==> config.mk <==
export PLATFORM = sky130hd
export DESIGN_NAME = wb_initiator
export DESIGN_NICKNAME = d
export VERILOG_FILES = /design/src/rtl/wb_initiator_pkg.sv /design/src/rtl/wb_initiator.sv
export SDC_FILE = /design/constraint.sdc
export NUM_CORES = 1
export LEC_CHECK = 0
export ABC_AREA = 1
export CORE_MARGIN = 3
export CORE_UTILIZATION = 35
export DETAILED_ROUTE_END_ITERATION = 10
export GPL_TIMING_DRIVEN = 0
export PLACE_DENSITY = 0.78
export SYNTH_ARGS = -nofsm -noshare
export SYNTH_HDL_FRONTEND = slang
export SYNTH_SLANG_ARGS = --single-unit
==> constraint.sdc <==
create_clock -name WBs_CLK_i -period 2.1 [get_ports WBs_CLK_i]
set_input_delay 0.42 -clock WBs_CLK_i [delete_from_list [all_inputs] [get_ports WBs_CLK_i]]
set_output_delay 0.42 -clock WBs_CLK_i [all_outputs]
set_load 0.1 [all_outputs]
==> src/rtl/wb_initiator_pkg.sv <==
// wb_initiator_pkg
// Shared definitions for the single-transaction Wishbone initiator:
//   - state_e                : FSM state encoding (IDLE / BUS / RESP)
//   - DEF_TIMEOUT            : default last counter value at which ACK is accepted
//   - DEF_TIMEOUT_READ_VALUE : default response data returned on a timeout
package wb_initiator_pkg;

  typedef enum logic [1:0] {
    IDLE = 2'd0,
    BUS  = 2'd1,
    RESP = 2'd2
  } state_e;

  localparam int          DEF_TIMEOUT            = 15;
  localparam logic [31:0] DEF_TIMEOUT_READ_VALUE = 32'hBADFABAC;

endpackage

==> src/rtl/wb_initiator.sv <==
// wb_initiator
// Converts a valid/ready command into a single Wishbone classic cycle and
// returns the result on a valid/ready response channel. One transaction is
// outstanding at a time. A bus cycle that sees no ACK within TIMEOUT+1 cycles
// is abandoned and reported with rsp_err_o = 1.
//
// Ports
//   WBs_CLK_i, WBs_RST_i       : clock, synchronous active-high reset
//   cmd_valid_i / cmd_ready_o  : command handshake (ready only in IDLE)
//   cmd_we_i, cmd_adr_i,
//   cmd_byte_stb_i, cmd_dat_i  : command fields, latched on acceptance
//   rsp_valid_o / rsp_ready_i  : response handshake
//   rsp_dat_o, rsp_err_o       : response data and timeout flag
//   WBm_*                      : registered Wishbone master signals
//   busy_o                     : high whenever the FSM is not IDLE
module wb_initiator
  import wb_initiator_pkg::*;
#(
  parameter int                   ADDRWIDTH          = 17,
  parameter int                   DATAWIDTH          = 32,
  parameter int                   TIMEOUT_CNTR_WIDTH = 4,
  parameter int                   TIMEOUT            = DEF_TIMEOUT,
  parameter logic [DATAWIDTH-1:0] TIMEOUT_READ_VALUE = DATAWIDTH'(DEF_TIMEOUT_READ_VALUE)
) (
  input  logic                 WBs_CLK_i,
  input  logic                 WBs_RST_i,

  input  logic                 cmd_valid_i,
  output logic                 cmd_ready_o,
  input  logic                 cmd_we_i,
  input  logic [ADDRWIDTH-1:0] cmd_adr_i,
  input  logic [3:0]           cmd_byte_stb_i,
  input  logic [DATAWIDTH-1:0] cmd_dat_i,

  output logic                 rsp_valid_o,
  input  logic                 rsp_ready_i,
  output logic [DATAWIDTH-1:0] rsp_dat_o,
  output logic                 rsp_err_o,

  output logic [ADDRWIDTH-1:0] WBm_ADR_o,
  output logic                 WBm_CYC_o,
  output logic                 WBm_STB_o,
  output logic                 WBm_WE_o,
  output logic                 WBm_RD_o,
  output logic [3:0]           WBm_BYTE_STB_o,
  output logic [DATAWIDTH-1:0] WBm_WR_DAT_o,
  input  logic [DATAWIDTH-1:0] WBm_RD_DAT_i,
  input  logic                 WBm_ACK_i,

  output logic                 busy_o
);

  localparam logic [TIMEOUT_CNTR_WIDTH-1:0] CNT_LAST = TIMEOUT_CNTR_WIDTH'(TIMEOUT);
  localparam logic [TIMEOUT_CNTR_WIDTH-1:0] CNT_ONE  = TIMEOUT_CNTR_WIDTH'(1);

  state_e                        state_q, state_d;
  logic [TIMEOUT_CNTR_WIDTH-1:0] cnt_q, cnt_d;
  logic [ADDRWIDTH-1:0]          adr_q, adr_d;
  logic                          cyc_q, cyc_d;
  logic                          we_q, we_d;
  logic                          rd_q, rd_d;
  logic [3:0]                    bstb_q, bstb_d;
  logic [DATAWIDTH-1:0]          wdat_q, wdat_d;
  logic [DATAWIDTH-1:0]          rsp_dat_q, rsp_dat_d;
  logic                          rsp_err_q, rsp_err_d;

  always_comb begin
    state_d   = state_q;
    cnt_d     = cnt_q;
    adr_d     = adr_q;
    cyc_d     = cyc_q;
    we_d      = we_q;
    rd_d      = rd_q;
    bstb_d    = bstb_q;
    wdat_d    = wdat_q;
    rsp_dat_d = rsp_dat_q;
    rsp_err_d = rsp_err_q;

    case (state_q)
      IDLE: begin
        // cmd_ready_o is 1 in IDLE, so cmd_valid_i alone completes the handshake
        if (cmd_valid_i) begin
          state_d = BUS;
          cnt_d   = '0;
          adr_d   = {cmd_adr_i[ADDRWIDTH-1:2], 2'b00};  // word-aligned bus address
          cyc_d   = 1'b1;
          we_d    = cmd_we_i;
          rd_d    = ~cmd_we_i;
          bstb_d  = cmd_we_i ? cmd_byte_stb_i : 4'hF;   // reads always fetch the full word
          wdat_d  = cmd_dat_i;
        end
      end

      BUS: begin
        // ACK is tested first so that an ACK arriving on the last allowed
        // cycle is still taken as a normal completion.
        if (WBm_ACK_i) begin
          state_d   = RESP;
          cyc_d     = 1'b0;
          we_d      = 1'b0;
          rd_d      = 1'b0;
          bstb_d    = 4'h0;
          rsp_dat_d = rd_q ? WBm_RD_DAT_i : '0;
          rsp_err_d = 1'b0;
        end else if (cnt_q == CNT_LAST) begin
          state_d   = RESP;
          cyc_d     = 1'b0;
          we_d      = 1'b0;
          rd_d      = 1'b0;
          bstb_d    = 4'h0;
          rsp_dat_d = TIMEOUT_READ_VALUE;
          rsp_err_d = 1'b1;
        end else begin
          cnt_d = cnt_q + CNT_ONE;
        end
      end

      RESP: begin
        if (rsp_ready_i) begin
          state_d = IDLE;
        end
      end

      default: state_d = IDLE;
    endcase
  end

  always_ff @(posedge WBs_CLK_i) begin
    if (WBs_RST_i) begin
      state_q   <= IDLE;
      cnt_q     <= '0;
      adr_q     <= '0;
      cyc_q     <= 1'b0;
      we_q      <= 1'b0;
      rd_q      <= 1'b0;
      bstb_q    <= 4'h0;
      wdat_q    <= '0;
      rsp_dat_q <= '0;
      rsp_err_q <= 1'b0;
    end else begin
      state_q   <= state_d;
      cnt_q     <= cnt_d;
      adr_q     <= adr_d;
      cyc_q     <= cyc_d;
      we_q      <= we_d;
      rd_q      <= rd_d;
      bstb_q    <= bstb_d;
      wdat_q    <= wdat_d;
      rsp_dat_q <= rsp_dat_d;
      rsp_err_q <= rsp_err_d;
    end
  end

  assign cmd_ready_o    = (state_q == IDLE);
  assign busy_o         = (state_q != IDLE);
  assign rsp_valid_o    = (state_q == RESP);
  assign rsp_dat_o      = rsp_dat_q;
  assign rsp_err_o      = rsp_err_q;

  assign WBm_ADR_o      = adr_q;
  assign WBm_CYC_o      = cyc_q;
  assign WBm_STB_o      = cyc_q;
  assign WBm_WE_o       = we_q;
  assign WBm_RD_o       = rd_q;
  assign WBm_BYTE_STB_o = bstb_q;
  assign WBm_WR_DAT_o   = wdat_q;

endmodule

==> impl_results.md <==
- Number of global-route vias before repair: roughly 3500
- CTS HTree Levels: 3
- DRT Wirelength: just over 10000 um
- 1st-pass router iterations: 4
- Tot GR Track Use: 0.178
- Most common cell after layout, fill and taps aside: nor2_1
- Power per cell area: around 900 nW/um2
- WL/cell: roughly 13 um
- Seq/Total Area, Yosys: 0.525
- Max-cap violations: 0
- CP Cell Sequence: dlygate4sd2_1
- Initial antenna violation count: 0
- Routed vias/inst: 4.55
- Largest net degree at the start of global routing: 14
- CTS root buf: clkbuf_8
- ANT nets after route: 0
- ANT cells: 0
- Critical path type: reg -> out
- Worst-Skew Late Latency: 0.35 ns
- Buffer and inverter count on the worst path: 1
- CP max FO: 2
- Commonest non-fill, non-tap cells in the layout: nor2_1 (102), dfxtp_1 (93), clkdlybuf4s50_1 (87)
- #FFs+latches synth: 93
- Fillers: 1008
- Area grow syn2layout: 56.4%
- Die height: 107 um
- Fraction of layout cells with a size suffix above 1: 0.0798
- IO Count: between 150 and 200
- Sink Count: between 90 and 100
- CP max stage delay: a little under 0.9 ns
- WHS: 0.441 ns
- Req. time, crit path: 1.68 ns
- Post-Syn Instances: 460
- Die Area: between 10000 and 15000 um2
- Fin crit share: 0.960
- Min Tclk post-route: around 2 ns
- Worst path slowest cell: dlygate4sd2_1
- Worst slew pin tran: about 1 ns
- Setup TNS Final: 0 ns
- TritonCTS Buffers: 9
- I/O Buffers: 178
- Initial core utilization: 0.361
- Warnings from Yosys: 0
- Post-synthesis instance area: 3550 um2
- DR iter-0 viols: about 140
- First-pass GRT wire length: between 15000 and 20000 um
- Post-layout util: 0.565
- DPL Wire Length: between 8000 and 9000 um
- Highest clock rate: a little under 500 MHz
- Worst Setup Start Kind: flip-flop
- Row count: 36
- Clock skew: roughly 0.012 ns
- Final setup vio count: 0
- Hold crit path type: in -> reg
- Status: finished clean
- Critical Path End Type: output pin
- Core ar.: a little under 10000 um2
- Leakage: around 2.7 nW
- DR vias: around 3600
- Reg clk slew, reported paths: ~0.090 ns
- Maximum vdd drop: 391 uV
- Die width: between 100 and 150 um
- Gpl congestion: roughly 0.8
- Final Max Tran Viols: 0
- GR Overflow Total: 0
- Remaining DRCs: 0
- CP delay by family, top: buffers and inverters
- Flop-to-flop setup slack: 0.63 ns
- Post-Syn Area per Cell: roughly 7.7 um2
- Worst endpoint data arrival time: about 1.6 ns
- TritonCTS clock tree: yes
- Distinct cells, synth: 24
- Final Hold Viols: 0
- Number of nets in the layout: roughly 740
- Relative slew slack: 0.341
- RSZ-0062 raised after global routing: false
- CTS Buffer Depth: 2
stage by stage:
step	instance area, um2	cells	setup slack (ns)	total power, W
finish	5550	785	0.0836	0.00485
global route	5550	785	0.0226	0.00507
CTS	5550	785	0.0163	0.00490
detailed placement	5500	772	-0.0761	0.00399
global placement	5500	772	-0.0629	0.00396
floorplan	3550	461	0.186	0.00344
where the power goes:
group	switching, W	total, W	internal (W)
clock network	0.000576	0.00101	0.000438
logic	0.00143	0.00186	0.000426
registers	0.0000730	0.00198	0.00191
final timing paths:
path / cells after the start / to / from
worst min register to register: 2 / rsp_dat_o[2] / rsp_dat_o[2]
worst max register to register: 7 / rsp_dat_o[24] / cnt_q[1]
worst min-delay path: 4 / cnt_q[2] / WBs_RST_i
worst max-delay path: 1 / WBm_BYTE_STB_o[0] / WBm_BYTE_STB_o[0]
kinds of logic after synthesis:
logic type      count (synthesis)  synth area share
compound gates                118             0.170
fa+ha+maj                       1           0.00353
buf+inv                        67            0.0914
flops                          93             0.525
other cells                     1           0.00106
simple gates                  180             0.210
tightest hold or removal path: stages:
cell	delay, ns
buf_2	0.17
nor2_1	0.07
nand2_1	0.06
a21oi_1	0.03
sequential cells by signal, summed over array words and instances (netlist names):
signal and flops:
cnt_q 4, WBm_WE_o 1, rsp_err_o 1, WBm_WR_DAT_o 32
rsp_dat_o 32, WBm_BYTE_STB_o 4, WBm_CYC_o 1, WBm_RD_o 1
WBm_ADR_o 15, state_q 2
synth_stat cells:
| cell type | instances | area (um2) |
|---|---|---|
| ha_1 | 1 | 12.5 |
| a21oi_1 | 41 | 205 |
| nand2_4 | 2 | 22.5 |
| nor2_1 | 103 | 387 |
| inv_2 | 1 | 3.75 |
| buf_1 | 3 | 11.3 |
| nand4_1 | 2 | 12.5 |
| nand3_1 | 8 | 40.0 |
| dfxtp_1 | 93 | 1860 |
| inv_1 | 33 | 124 |
| nor3_2 | 1 | 10.0 |
| nand2_1 | 58 | 218 |
| o21ai_1 | 18 | 90.1 |
| buf_4 | 6 | 45.0 |
| clkbuf_1 | 9 | 33.8 |
| nand2_2 | 1 | 6.26 |
| buf_2 | 10 | 50.1 |
| nor2_4 | 2 | 22.5 |
| buf_6 | 5 | 56.3 |
| o21ai_0 | 56 | 280 |
| nand3_2 | 2 | 20.0 |
| a21oi_2 | 3 | 26.3 |
| nor3_1 | 1 | 5.00 |
| conb_1 | 1 | 3.75 |
area by class of cell:
cell class              instances  area, um2  area share
plain buffers                  33        196      0.0354
clock buffers                  10        138      0.0248
clock inverters                 3       15.0     0.00271
inverters                      34        128      0.0230
multi-input cells             301       1370       0.247
flip-flops and latches         93       1860       0.336
well taps                     133        166      0.0300
repair buffers                178       1670       0.302
per-layer routing:
metal  share of wire  track usage  wire length, um
met1            0.41        0.204             4240
met2            0.49        0.316             5040
met3           0.084       0.0644              855
met4          0.0087       0.0411               89
met5               0            0                0
timing repair:
action	in CTS	in global routing
endpoints found under the setup margin	91	1
gates resized for setup	100	1
hold buffers	0	0
cloned	0	0
endpoints found under the hold margin	0	0
buffers inserted	0	0
Note: power is estimated with default switching activity, not from simulation.
